**src/rtl/ex_mem_pipe_stage.sv**
```systemverilog
// EX/MEM pipeline register with a 2-entry skid buffer.
// in_ready is driven from the skid valid bit only, so MEM back-pressure never reaches EX combinationally.
module ex_mem_pipe_stage #(
   parameter int DATA_W       = 32,
   parameter int RA_W         = 5,
   parameter bit ZERO_RD_NOWB = 1'b1
) (
   input  logic              clk,
   input  logic              rst,
   input  logic              flush,
   input  logic              in_valid,
   output logic              in_ready,
   input  logic [DATA_W-1:0] in_alu_result,
   input  logic [DATA_W-1:0] in_mem_rdata,
   input  logic [RA_W-1:0]   in_rd,
   input  logic              in_regwrite,
   output logic              out_valid,
   input  logic              out_ready,
   output logic [DATA_W-1:0] out_alu_result,
   output logic [DATA_W-1:0] out_mem_rdata,
   output logic [RA_W-1:0]   out_rd,
   output logic              out_regwrite,
   output logic [1:0]        occupancy
);

   typedef struct packed {
      logic [DATA_W-1:0] alu;
      logic [DATA_W-1:0] rdata;
      logic [RA_W-1:0]   rd;
      logic              we;
   } ent_t;

   ent_t main_q, main_d, skid_q, skid_d, cap;
   logic main_vld_q, main_vld_d, skid_vld_q, skid_vld_d;
   logic accept, pop;

   assign in_ready = !rst && !skid_vld_q;
   assign accept   = in_valid && in_ready;
   assign pop      = main_vld_q && out_ready;

   // Writes to x0 are architecturally discarded, so drop the enable at capture.
   always_comb begin
      cap.alu   = in_alu_result;
      cap.rdata = in_mem_rdata;
      cap.rd    = in_rd;
      cap.we    = in_regwrite && !(ZERO_RD_NOWB && (in_rd == '0));
   end

   always_comb begin
      main_d     = main_q;
      skid_d     = skid_q;
      main_vld_d = main_vld_q;
      skid_vld_d = skid_vld_q;
      if (flush) begin
         main_vld_d = 1'b0;
         skid_vld_d = 1'b0;
      end else if (!main_vld_q) begin
         if (accept) begin
            main_d     = cap;
            main_vld_d = 1'b1;
         end
      end else if (pop) begin
         if (skid_vld_q) begin
            main_d     = skid_q;
            skid_vld_d = 1'b0;
         end else if (accept) begin
            main_d = cap;
         end else begin
            main_vld_d = 1'b0;
         end
      end else if (accept) begin
         skid_d     = cap;
         skid_vld_d = 1'b1;
      end
   end

   always_ff @(posedge clk or posedge rst) begin
      if (rst) begin
         main_q     <= '0;
         skid_q     <= '0;
         main_vld_q <= 1'b0;
         skid_vld_q <= 1'b0;
      end else begin
         main_q     <= main_d;
         skid_q     <= skid_d;
         main_vld_q <= main_vld_d;
         skid_vld_q <= skid_vld_d;
      end
   end

   assign out_valid      = main_vld_q;
   assign out_alu_result = main_q.alu;
   assign out_mem_rdata  = main_q.rdata;
   assign out_rd         = main_q.rd;
   assign out_regwrite   = main_q.we && main_vld_q;
   assign occupancy      = {1'b0, main_vld_q} + {1'b0, skid_vld_q};

endmodule
```
**config.mk**
```make
export PLATFORM = sky130hd
export DESIGN_NAME = ex_mem_pipe_stage
export DESIGN_NICKNAME = d
export VERILOG_FILES = /design/src/rtl/ex_mem_pipe_stage.sv
export SDC_FILE = /design/constraint.sdc
export NUM_CORES = 1
export LEC_CHECK = 0
export CAP_MARGIN = 20
export CORE_ASPECT_RATIO = 0.6
export CORE_MARGIN = 3
export CORE_UTILIZATION = 55
export CTS_CLUSTER_SIZE = 14
export DETAILED_ROUTE_END_ITERATION = 10
export PLACE_DENSITY_LB_ADDON = 0.08
export SLEW_MARGIN = 20
export SYNTH_ARGS = -nofsm -noshare
export SYNTH_HDL_FRONTEND = slang
export SYNTH_SLANG_ARGS = --single-unit
```
**constraint.sdc**
```tcl
create_clock -name clk -period 13.9 [get_ports clk]
set_input_delay 2.78 -clock clk [delete_from_list [all_inputs] [get_ports clk]]
set_output_delay 2.78 -clock clk [all_outputs]
set_load 0.005 [all_outputs]
```
* Word-level counts from Yosys, hierarchy flattened
Cells that the tools add are included.
** Storage, ports and cells
- Bits in registers :: 142
- Bits in latches :: 0
- RAM bits :: 0
- Memory bits (read-only) :: 0
- Bits of input ports :: 75
- Output and inout port bits :: 74
- Word-level logic and storage cells :: 41
- Memories kept :: 0
** Operators by class
- Add/sub/neg operators :: 1
- Multipliers :: 0
- Div/mod/pow operators :: 0
- Order comparisons :: 0
- Equality and inequality tests :: 1
- Shift-type cells :: 0
- Muxes and demuxes :: 13
- Bitwise gates (word level) :: 2
- Reduce and logical (&&, ||, !) cells :: 14
** Operators by type and width (count)
- 70-bit two-way mux :: 4
- 1-bit two-way mux :: 9
- 1-bit logical AND :: 5
- 5-bit logical NOT :: 1
- 2-bit AND reduction :: 2
- 4-bit AND reduction :: 1
- 1-bit logical NOT :: 3
- 3-bit nonzero test :: 1
- 1-bit by 1-bit adder with 2-bit output :: 1
- 2-bit by 1-bit != test with 1-bit output, second input constant :: 1
- 1-bit NOT :: 2
- 2-bit nonzero test :: 1

* Logic depth before layout (Yosys ltp)
Gate-level depths: netlist of the first run.
- Word-level depth :: 8
- Gate-level depth with buffers :: 7
- Mapped depth without buffers :: 4

* Least setup slack after synthesis of the first run
OpenSTA, ideal clock, no wires.
- Path kind :: input to register
- Start point :: input rst
- End point :: register skid_vld_q
- Library setup time :: 0.101 ns
- Data arrival time :: 6.271 ns
- Required time :: 13.799 ns
- Path slack :: 7.528 ns
- Cell stages on the path :: 3
- Cells stage by stage :: inv_1 > a31oi_1 > a211oi_1
** Between the ends
- Longest elaborated chain between the ends :: 5
** RTL lines
- start, declared :: line 9 : input logic rst,
- 1-bit logical NOT (no source line)
- 1-bit logical AND :: line 37 : assign in_ready = !rst && !skid_vld_q;
- 1-bit logical AND :: line 38 : assign accept = in_valid && in_ready;
- 3-bit nonzero test (no source line)
- 2-bit AND reduction (no source line)
- end signal, assigned :: line 87 : skid_vld_q <= skid_vld_d;
- end, declared :: line 34 : logic main_vld_q, main_vld_d, skid_vld_q, skid_vld_d;
Every way passes these cells.
A chain may end at the register's enable or synchronous reset.

* Worst setup path in the final report of the first run
- Start point :: input rst
- End point :: output in_ready
** Between the ends
- Longest elaborated chain between the ends :: 2
** RTL lines
- 1-bit logical NOT (no source line)
- 1-bit logical AND :: line 37
- end, declared :: line 12 : output logic in_ready,
Every way passes these cells.

==> impl_summary.log, run 1 <==
[metrics] total design power: 0.00130 W
[metrics] number of clock buffers inserted by TritonCTS: 17
[metrics] number of buffers and inverters on the critical path: 2
[metrics] Leakage Power: ~4.2 nW
[metrics] Post-CTS Setup Repair Bufs: 0
[metrics] total power density per cell area: 155 mW/mm²
[metrics] drt first pass iters: 5
[metrics] top-area cell type share of the netlist area: 53.3%
[metrics] root buffer selected by CTS: sky130_fd_sc_hd__clkbuf_16
[metrics] quantity of hold-fixing buffers added after cts: 0
[metrics] Worst Skew: between 8 and 9 ps
[metrics] Final nets: 686
[metrics] number of sinks handled by clock tree synthesis: 142
[metrics] HPWL after detailed placement: slightly below 9 mm
[metrics] crit path max fanout: 3
[metrics] worst min-delay path startpoint: skid_q[14]
[metrics] die width: 148 µm
[metrics] count leader, synth: sky130_fd_sc_hd__dfrtp_1
[metrics] Detail Route Antenna Nets: 0
[metrics] maximum number of buffers from clock root to sink: 2
[metrics] count of endpoints failing setup in the final report: 0
[metrics] Worst-path clk slew: 60 ps
[metrics] worst vdd rail ir drop: 0.0000959 V
[metrics] max-capacitance violation count: 0
[metrics] number of remaining DRC errors: 0
[metrics] category of cells accounting for the largest share of critical-path delay: buffers and inverters
[metrics] #FFs+latches synth: 142
[metrics] die outline area: 0.0135 mm²
[metrics] crit path launch type: input port
[metrics] Max stage delay cell, worst path: sky130_fd_sc_hd__clkdlybuf4s50_1
[metrics] EDFF count, synth: 0
[metrics] filler cell count in the final layout: 800
[metrics] number of nets in the synthesized netlist: 615
[metrics] Placed Area: 0.00771 mm²
[metrics] worst slew margin relative to its limit: between 30% and 40%
[metrics] Final Cycle Share: 48.6%
[metrics] cells taking the most area after synthesis: sky130_fd_sc_hd__dfrtp_1 (53%), sky130_fd_sc_hd__mux2_4 (16%), sky130_fd_sc_hd__mux2i_1 (8.1%), sky130_fd_sc_hd__buf_4 (7.8%), sky130_fd_sc_hd__a21oi_1 (5.3%)
[metrics] number of cells on the worst hold path: 1
[metrics] clock latency on the worst-skew pair: between 400 and 500 ps
[metrics] total wirelength of the detailed-routed design: 13.8 mm
[metrics] io pins: 149
[metrics] first-pass GRT wire length: 22.6 mm
[metrics] reg-to-reg startpoint: skid_vld_q
[metrics] Vias/cell: 5.20
[metrics] top cells by count, synth: sky130_fd_sc_hd__dfrtp_1 (142), sky130_fd_sc_hd__nor2_1 (72), sky130_fd_sc_hd__a21oi_1 (70), sky130_fd_sc_hd__mux2_4 (70), sky130_fd_sc_hd__buf_4 (69)
[metrics] Peak Freq: 0.148 GHz
[metrics] final hold violation count: 0
[metrics] Synth-to-Final Area Change: 26.1%
[metrics] end of the worst register-to-register path: skid_q[23]
[metrics] share of post-route cells with drive strength above 1: 17.8%
[metrics] multi-input gate area in the final layout: roughly 0.0024 mm²
[metrics] number of different library cells in the post-synthesis netlist: 24
[metrics] area of the core: between 0.01 and 0.015 mm²
[metrics] status: finished, final reports clean
[metrics] Avg WL per Cell: 17.7 µm
[metrics] Critical Path AT: 3980 ps
[metrics] proportion of register bits with asynchronous set or reset after synthesis: 100%
[metrics] mapped cell area: 0.00667 mm²
[metrics] placer congestion estimate: 0.760
[metrics] total global routing overflow: 0
[metrics] worst-path cell chain: clkdlybuf4s50_1, nor2_1, clkdlybuf4s50_1
[metrics] Port Buf Inserts: 148
[metrics] number of global-route vias before repair: around 4300
[metrics] cell repeated most along the worst path: sky130_fd_sc_hd__clkdlybuf4s50_1
[metrics] drt initial violations: 245
[metrics] setup repair after global routing missed its margin: false
[metrics] synthesized netlist cell count: 539
[metrics] antenna diode instance count: 0
[metrics] slew of the pin with the lowest slew margin: 919 ps
[metrics] Total Neg Setup Slack: 0 ps
[metrics] CTS tree: built
[metrics] post-layout instance area: approximately 0.0084 mm²
[metrics] slowest stage delay, CP: 530 ps
[metrics] vertical die dimension: 91.3 µm
[metrics] part of the Yosys area used for sequential elements: 53.3%
[metrics] via count: 4071
[metrics] Endpoint, Worst Hold: skid_q[14]
[metrics] minimum hold slack: 508 ps
[metrics] initial antenna violation count: 0
[metrics] maximum number of pins on one net before global-route repair: 93
[metrics] Synth area leader: sky130_fd_sc_hd__dfrtp_1
[metrics] final critical-path required period: ~6800 ps
[metrics] class of the most critical setup path: input port to primary output
[metrics] All-Layer GR Usage: a little over a fifth
[metrics] nature of the critical path endpoint: primary output
[metrics] Post-CTS Resized: 0
[metrics] Synthesis Warnings: 0
[metrics] flop-to-flop setup slack: 10900 ps
[metrics] number of pins with negative max-slew slack in the final report: 0
[metrics] type of the tightest min-delay check: flop to flop
[metrics] Seq. cell area: around 0.0036 mm²
[metrics] logic depth of the worst register-to-register path: 4
[metrics] CP Data Required Time: ~11000 ps
[metrics] average instance area after synthesis: ~12 µm²
[metrics] CTS HTree Levels: 4
[metrics] number of cell rows: 30
[metrics] Synth Flop Type: sky130_fd_sc_hd__dfrtp_1
[metrics] effective utilization at floorplan: 57.7%
[power breakdown]
part           internal [W]  switching, W  total, W
registers          0.000490     0.0000464  0.000537
logic              0.000159     0.0000801  0.000239
clock network      0.000356      0.000168  0.000524
[how the worst max path moves through the flow]
stage                     cells after the start         to  from  slack, ps
after detailed placement                      3   in_ready   rst       7130
after floorplan                               1  main_q[0]   rst       7290
final                                         3   in_ready   rst       7140
after CTS                                     3   in_ready   rst       7120
after global placement                        3   in_ready   rst       7210
after global routing                          3   in_ready   rst       7100
[metal layers]
metal  global-route usage [%]  vias to the layer above  wire [µm]
li1                         -                     1938          -
met1                     31.4                     2009       6740
met2                     30.0                      116       6280
met3                     6.33                        8        714
met4                     6.30                        0         94
met5                        0                        -          0
[metrics by stage]
stage / instances / util, % / worst slack, ps
after floorplan: 539 / - / 7290
after global placement: 751 / 66.7 / 7210
after detailed placement: 751 / 66.7 / 7130
after CTS: 783 / 72.7 / 7120
after global routing: 783 / 72.7 / 7100
final: 783 / 72.7 / 7140
[placed cells by master (no fill, tap or decap), types with 2 or more instances in the layout]
master / count
sky130_fd_sc_hd__clkdlybuf4s50_1: 148
sky130_fd_sc_hd__dfrtp_1: 142
sky130_fd_sc_hd__nor2_1: 71
sky130_fd_sc_hd__mux2_4: 70
sky130_fd_sc_hd__a21oi_1: 70
sky130_fd_sc_hd__mux2i_1: 54
sky130_fd_sc_hd__clkbuf_16: 17
sky130_fd_sc_hd__o22ai_1: 16
sky130_fd_sc_hd__bufinv_16: 6
sky130_fd_sc_hd__clkbuf_8: 4
sky130_fd_sc_hd__buf_4: 4
sky130_fd_sc_hd__a31oi_1: 2
sky130_fd_sc_hd__clkinv_2: 2
[logic make-up (layout without fill, tap and decap cells)]
| logic type | after synthesis | in the layout | share of synthesized area, % |
|---|---|---|---|
| compound gates | 91 | 91 | 7.35 |
| fa+ha+maj | 1 | 1 | 0.188 |
| buf+inv | 102 | 186 | 10.6 |
| flops | 142 | 142 | 53.3 |
| mux | 124 | 124 | 23.9 |
| simple gates | 79 | 79 | 4.73 |
[flip-flops by register name, summed over array words and instances (netlist names)]
signal,count
main_q,1
out_alu_result,32
out_mem_rdata,32
out_rd,5
out_valid,1
skid_q,70
skid_vld_q,1
[final cells by class]
| cell class | instances | share of cell area (%) |
|---|---|---|
| repair buffers | 153 | 18.1 |
| inverters | 1 | 0.104 |
| clock buffers | 22 | 5.76 |
| multi-input cells | 295 | 28.9 |
| flip-flops and latches | 142 | 42.3 |
| well taps | 160 | 2.38 |
| clock inverters | 10 | 2.46 |
Power figures use the tool's default switching activity.
==> run 2, diff against run 1 <==
--- a/config.mk
+++ b/config.mk
@@ -8,7 +8,7 @@
 export CAP_MARGIN = 20
 export CORE_ASPECT_RATIO = 0.6
 export CORE_MARGIN = 3
-export CORE_UTILIZATION = 55
+export CORE_UTILIZATION = 51
 export CTS_CLUSTER_SIZE = 14
 export DETAILED_ROUTE_END_ITERATION = 10
 export PLACE_DENSITY_LB_ADDON = 0.08
==> constraint.sdc (replaced) <==
create_clock -name clk -period 6.9 [get_ports clk]
set_input_delay 1.38 -clock clk [delete_from_list [all_inputs] [get_ports clk]]
set_output_delay 1.38 -clock clk [all_outputs]
set_load 0.005 [all_outputs]
==> impl_summary.log, run 2 (same netlist as run 1, synthesis figures left out) <==
[metrics] status: finished, final reports clean
[metrics] nature of the critical path endpoint: flop
[metrics] Post-CTS Setup Repair Bufs: 0 (unchanged)
[metrics] number of pins with negative max-slew slack in the final report: 0 (unchanged)
[metrics] Critical Path AT: 4380 ps (+400 ps)
[metrics] crit path max fanout: 37 (+34)
[metrics] die width: 154 µm (+3.7%)
[metrics] placer congestion estimate: 0.760 (about the same)
[metrics] number of flip-flops in the largest register: 70 (unchanged)
[metrics] via count: 4125 (+1.3%)
[metrics] root buffer selected by CTS: sky130_fd_sc_hd__clkbuf_16
[metrics] Post-CTS Resized: 0 (unchanged)
[metrics] Leakage Power: 4.13 nW (-1.9%)
[metrics] number of cell rows: 31 (+3.3%)
[metrics] number of cells on the worst hold path: 1 (unchanged)
[metrics] Endpoint, Worst Hold: skid_q[23]
[metrics] Peak Freq: 0.244 GHz
[metrics] area of the core: 0.0124 mm² (+7.4%)
[metrics] vertical die dimension: 94.6 µm (+3.6%)
[metrics] HPWL after detailed placement: 9.19 mm (+5.9%)
[metrics] setup repair after global routing missed its margin: false
[metrics] commonest non-fill, non-tap cell in the layout: sky130_fd_sc_hd__clkdlybuf4s50_1
[metrics] Port Buf Inserts: 148 (unchanged)
[metrics] Largest Register: skid_q
[metrics] post-layout instance count excluding filler cells: 785 (+0.26%)
[metrics] antenna diode instance count: 0 (unchanged)
[metrics] flop-to-flop setup slack: 3850 ps (-7050 ps)
[metrics] Detail Route Antenna Nets: 0 (unchanged)
[metrics] filler cell count in the final layout: 942 (+18%)
[metrics] die outline area: 0.0145 mm² (+7.4%)
[metrics] clock latency on the worst-skew pair: 400 ps (about the same)
[metrics] slew of the pin with the lowest slew margin: 892 ps (-26.9 ps)
[metrics] reg-to-reg startpoint: skid_vld_q
[metrics] CP Data Required Time: 7180 ps (-3940 ps)
[metrics] worst vdd rail ir drop: 0.000169 V (+76%)
[metrics] first-pass GRT wire length: 23.0 mm (+1.4%)
[metrics] max-capacitance violation count: 0 (unchanged)
[metrics] Seq. cell area: 0.00355 mm² (unchanged)
[metrics] end of the worst register-to-register path: skid_q[33]
[metrics] worst slew margin relative to its limit: 40.6% (+1.8 points)
[metrics] CTS tree: built
[metrics] total global routing overflow: 0 (unchanged)
[metrics] Avg WL per Cell: 18.0 µm (+2.1%)
[metrics] drt initial violations: 231 (-5.7%)
[metrics] total power density per cell area: 296 mW/mm² (+91%)
[metrics] share of post-route cells with drive strength above 1: 16.8% (-1.0 points)
[metrics] multi-input gate area in the final layout: 0.00244 mm² (+0.36%)
[metrics] number of global-route vias before repair: 4345 (+1.6%)
[metrics] Final nets: 685 (-0.15%)
[metrics] final hold violation count: 0 (unchanged)
[metrics] initial antenna violation count: 0 (unchanged)
[metrics] quantity of hold-fixing buffers added after cts: 0 (unchanged)
[metrics] CTS HTree Levels: 4 (unchanged)
[metrics] crit path launch type: input port
[metrics] maximum number of buffers from clock root to sink: 2 (unchanged)
[metrics] All-Layer GR Usage: 20.0% (-1.1 points)
[metrics] final critical-path required period: around 4100 ps
[metrics] Synth-to-Final Area Change: 24.2%
[metrics] worst min-delay path startpoint: skid_q[23]
[metrics] class of the most critical setup path: input port to flop
[metrics] Worst Skew: 11.3 ps (+3.16 ps)
[metrics] Max stage delay cell, worst path: sky130_fd_sc_hd__buf_4
[metrics] most frequent cells in the layout: sky130_fd_sc_hd__clkdlybuf4s50_1 (148), sky130_fd_sc_hd__dfrtp_1 (142), sky130_fd_sc_hd__nor2_1 (71), sky130_fd_sc_hd__mux2_4 (70), sky130_fd_sc_hd__a21oi_1 (70)
[metrics] drt first pass iters: 4 (-1)
[metrics] placed insts: 755 (+0.53%)
[metrics] Worst-path clk slew: 60 ps (about the same)
[metrics] Vias/cell: 5.25 (+1.1%)
[metrics] worst-path cell chain: clkdlybuf4s50_1, or3b_1, or3_4, buf_4, mux2_4
[metrics] maximum number of pins on one net before global-route repair: 84 (-9.7%)
[metrics] number of sinks handled by clock tree synthesis: 142 (unchanged)
[metrics] io pins: 149 (unchanged)
[metrics] Total Neg Setup Slack: 0 ps (unchanged)
[metrics] number of buffers and inverters on the critical path: 2 (unchanged)
[metrics] category of cells accounting for the largest share of critical-path delay: simple AND/OR/NAND/NOR gates
[metrics] total wirelength of the detailed-routed design: 14.2 mm (+2.4%)
[metrics] effective utilization at floorplan: 53.7% (-4.0 points)
[metrics] number of remaining DRC errors: 0 (unchanged)
[metrics] slowest stage delay, CP: 700 ps (+170 ps)
[metrics] count of endpoints failing setup in the final report: 0 (unchanged)
[metrics] type of the tightest min-delay check: flop to flop
[metrics] Final Cycle Share: 59.4%
[metrics] logic depth of the worst register-to-register path: 4 (unchanged)
[metrics] number of clock buffers inserted by TritonCTS: 17 (unchanged)
## run 2: changes by cell type in the layout (fill, tap and decap cells not counted), moves of 2 or more
cell	before	now
sky130_fd_sc_hd__clkbuf_1	1	5
sky130_fd_sc_hd__clkbuf_8	4	0
sky130_fd_sc_hd__bufinv_16	6	3
sky130_fd_sc_hd__clkinv_2	2	4
## run 2: cell type report
| cell class | count | share of cell area, % |
|---|---|---|
| Timing Repair Buffer | 152 | 18.2 |
| Clock buffer | 22 | 5.36 |
| Clock inverter | 8 | 1.42 |
| Inverter | 1 | 0.106 |
| Multi-Input combinational cell | 295 | 29.5 |
| Tap cell | 165 | 2.49 |
| Sequential cell | 142 | 42.9 |
## run 2: worst max path at each step
stage,start,end,slack [ps],cells after the start
2_1_floorplan,rst,main_q[0],1690,1
3_3_place_gp,rst,skid_q[25],2460,5
3_5_place_dp,rst,skid_q[56],2410,5
4_1_cts,rst,skid_q[56],2820,5
5_1_grt,rst,skid_q[31],2660,5
6_report,rst,skid_q[33],2800,5
## run 2: report_power, final
part	leakage, nW	switching (W)	internal (W)
clock network	0.274	0.000325	0.000562
logic	2.13	0.000161	0.000320
registers	1.72	0.0000951	0.000988
## run 2: metrics by stage
stage / power (W) / utilization, % / hold WS [ps] / cell area, µm² / setup WS [ps]
after detailed placement: 0.00158 / 62.2 / 494 / 7720 / 2410
after floorplan: 0.00141 / - / 481 / 6670 / 1690
after global placement: 0.00156 / 62.1 / 493 / 7710 / 2460
final: 0.00245 / 66.7 / 509 / 8280 / 2800
after CTS: 0.00247 / 66.7 / 508 / 8280 / 2820
after global routing: 0.00257 / 66.7 / 518 / 8280 / 2660
## run 2: metal layers
layer | vias to the layer above | wire length (µm) | global-route usage (%)
met5 | - | 0 | 0
met4 | 0 | 120 | 6.17
met3 | 12 | 716 | 4.30
met2 | 116 | 6420 | 30.6
met1 | 2068 | 6900 | 28.9
li1 | 1929 | - | -
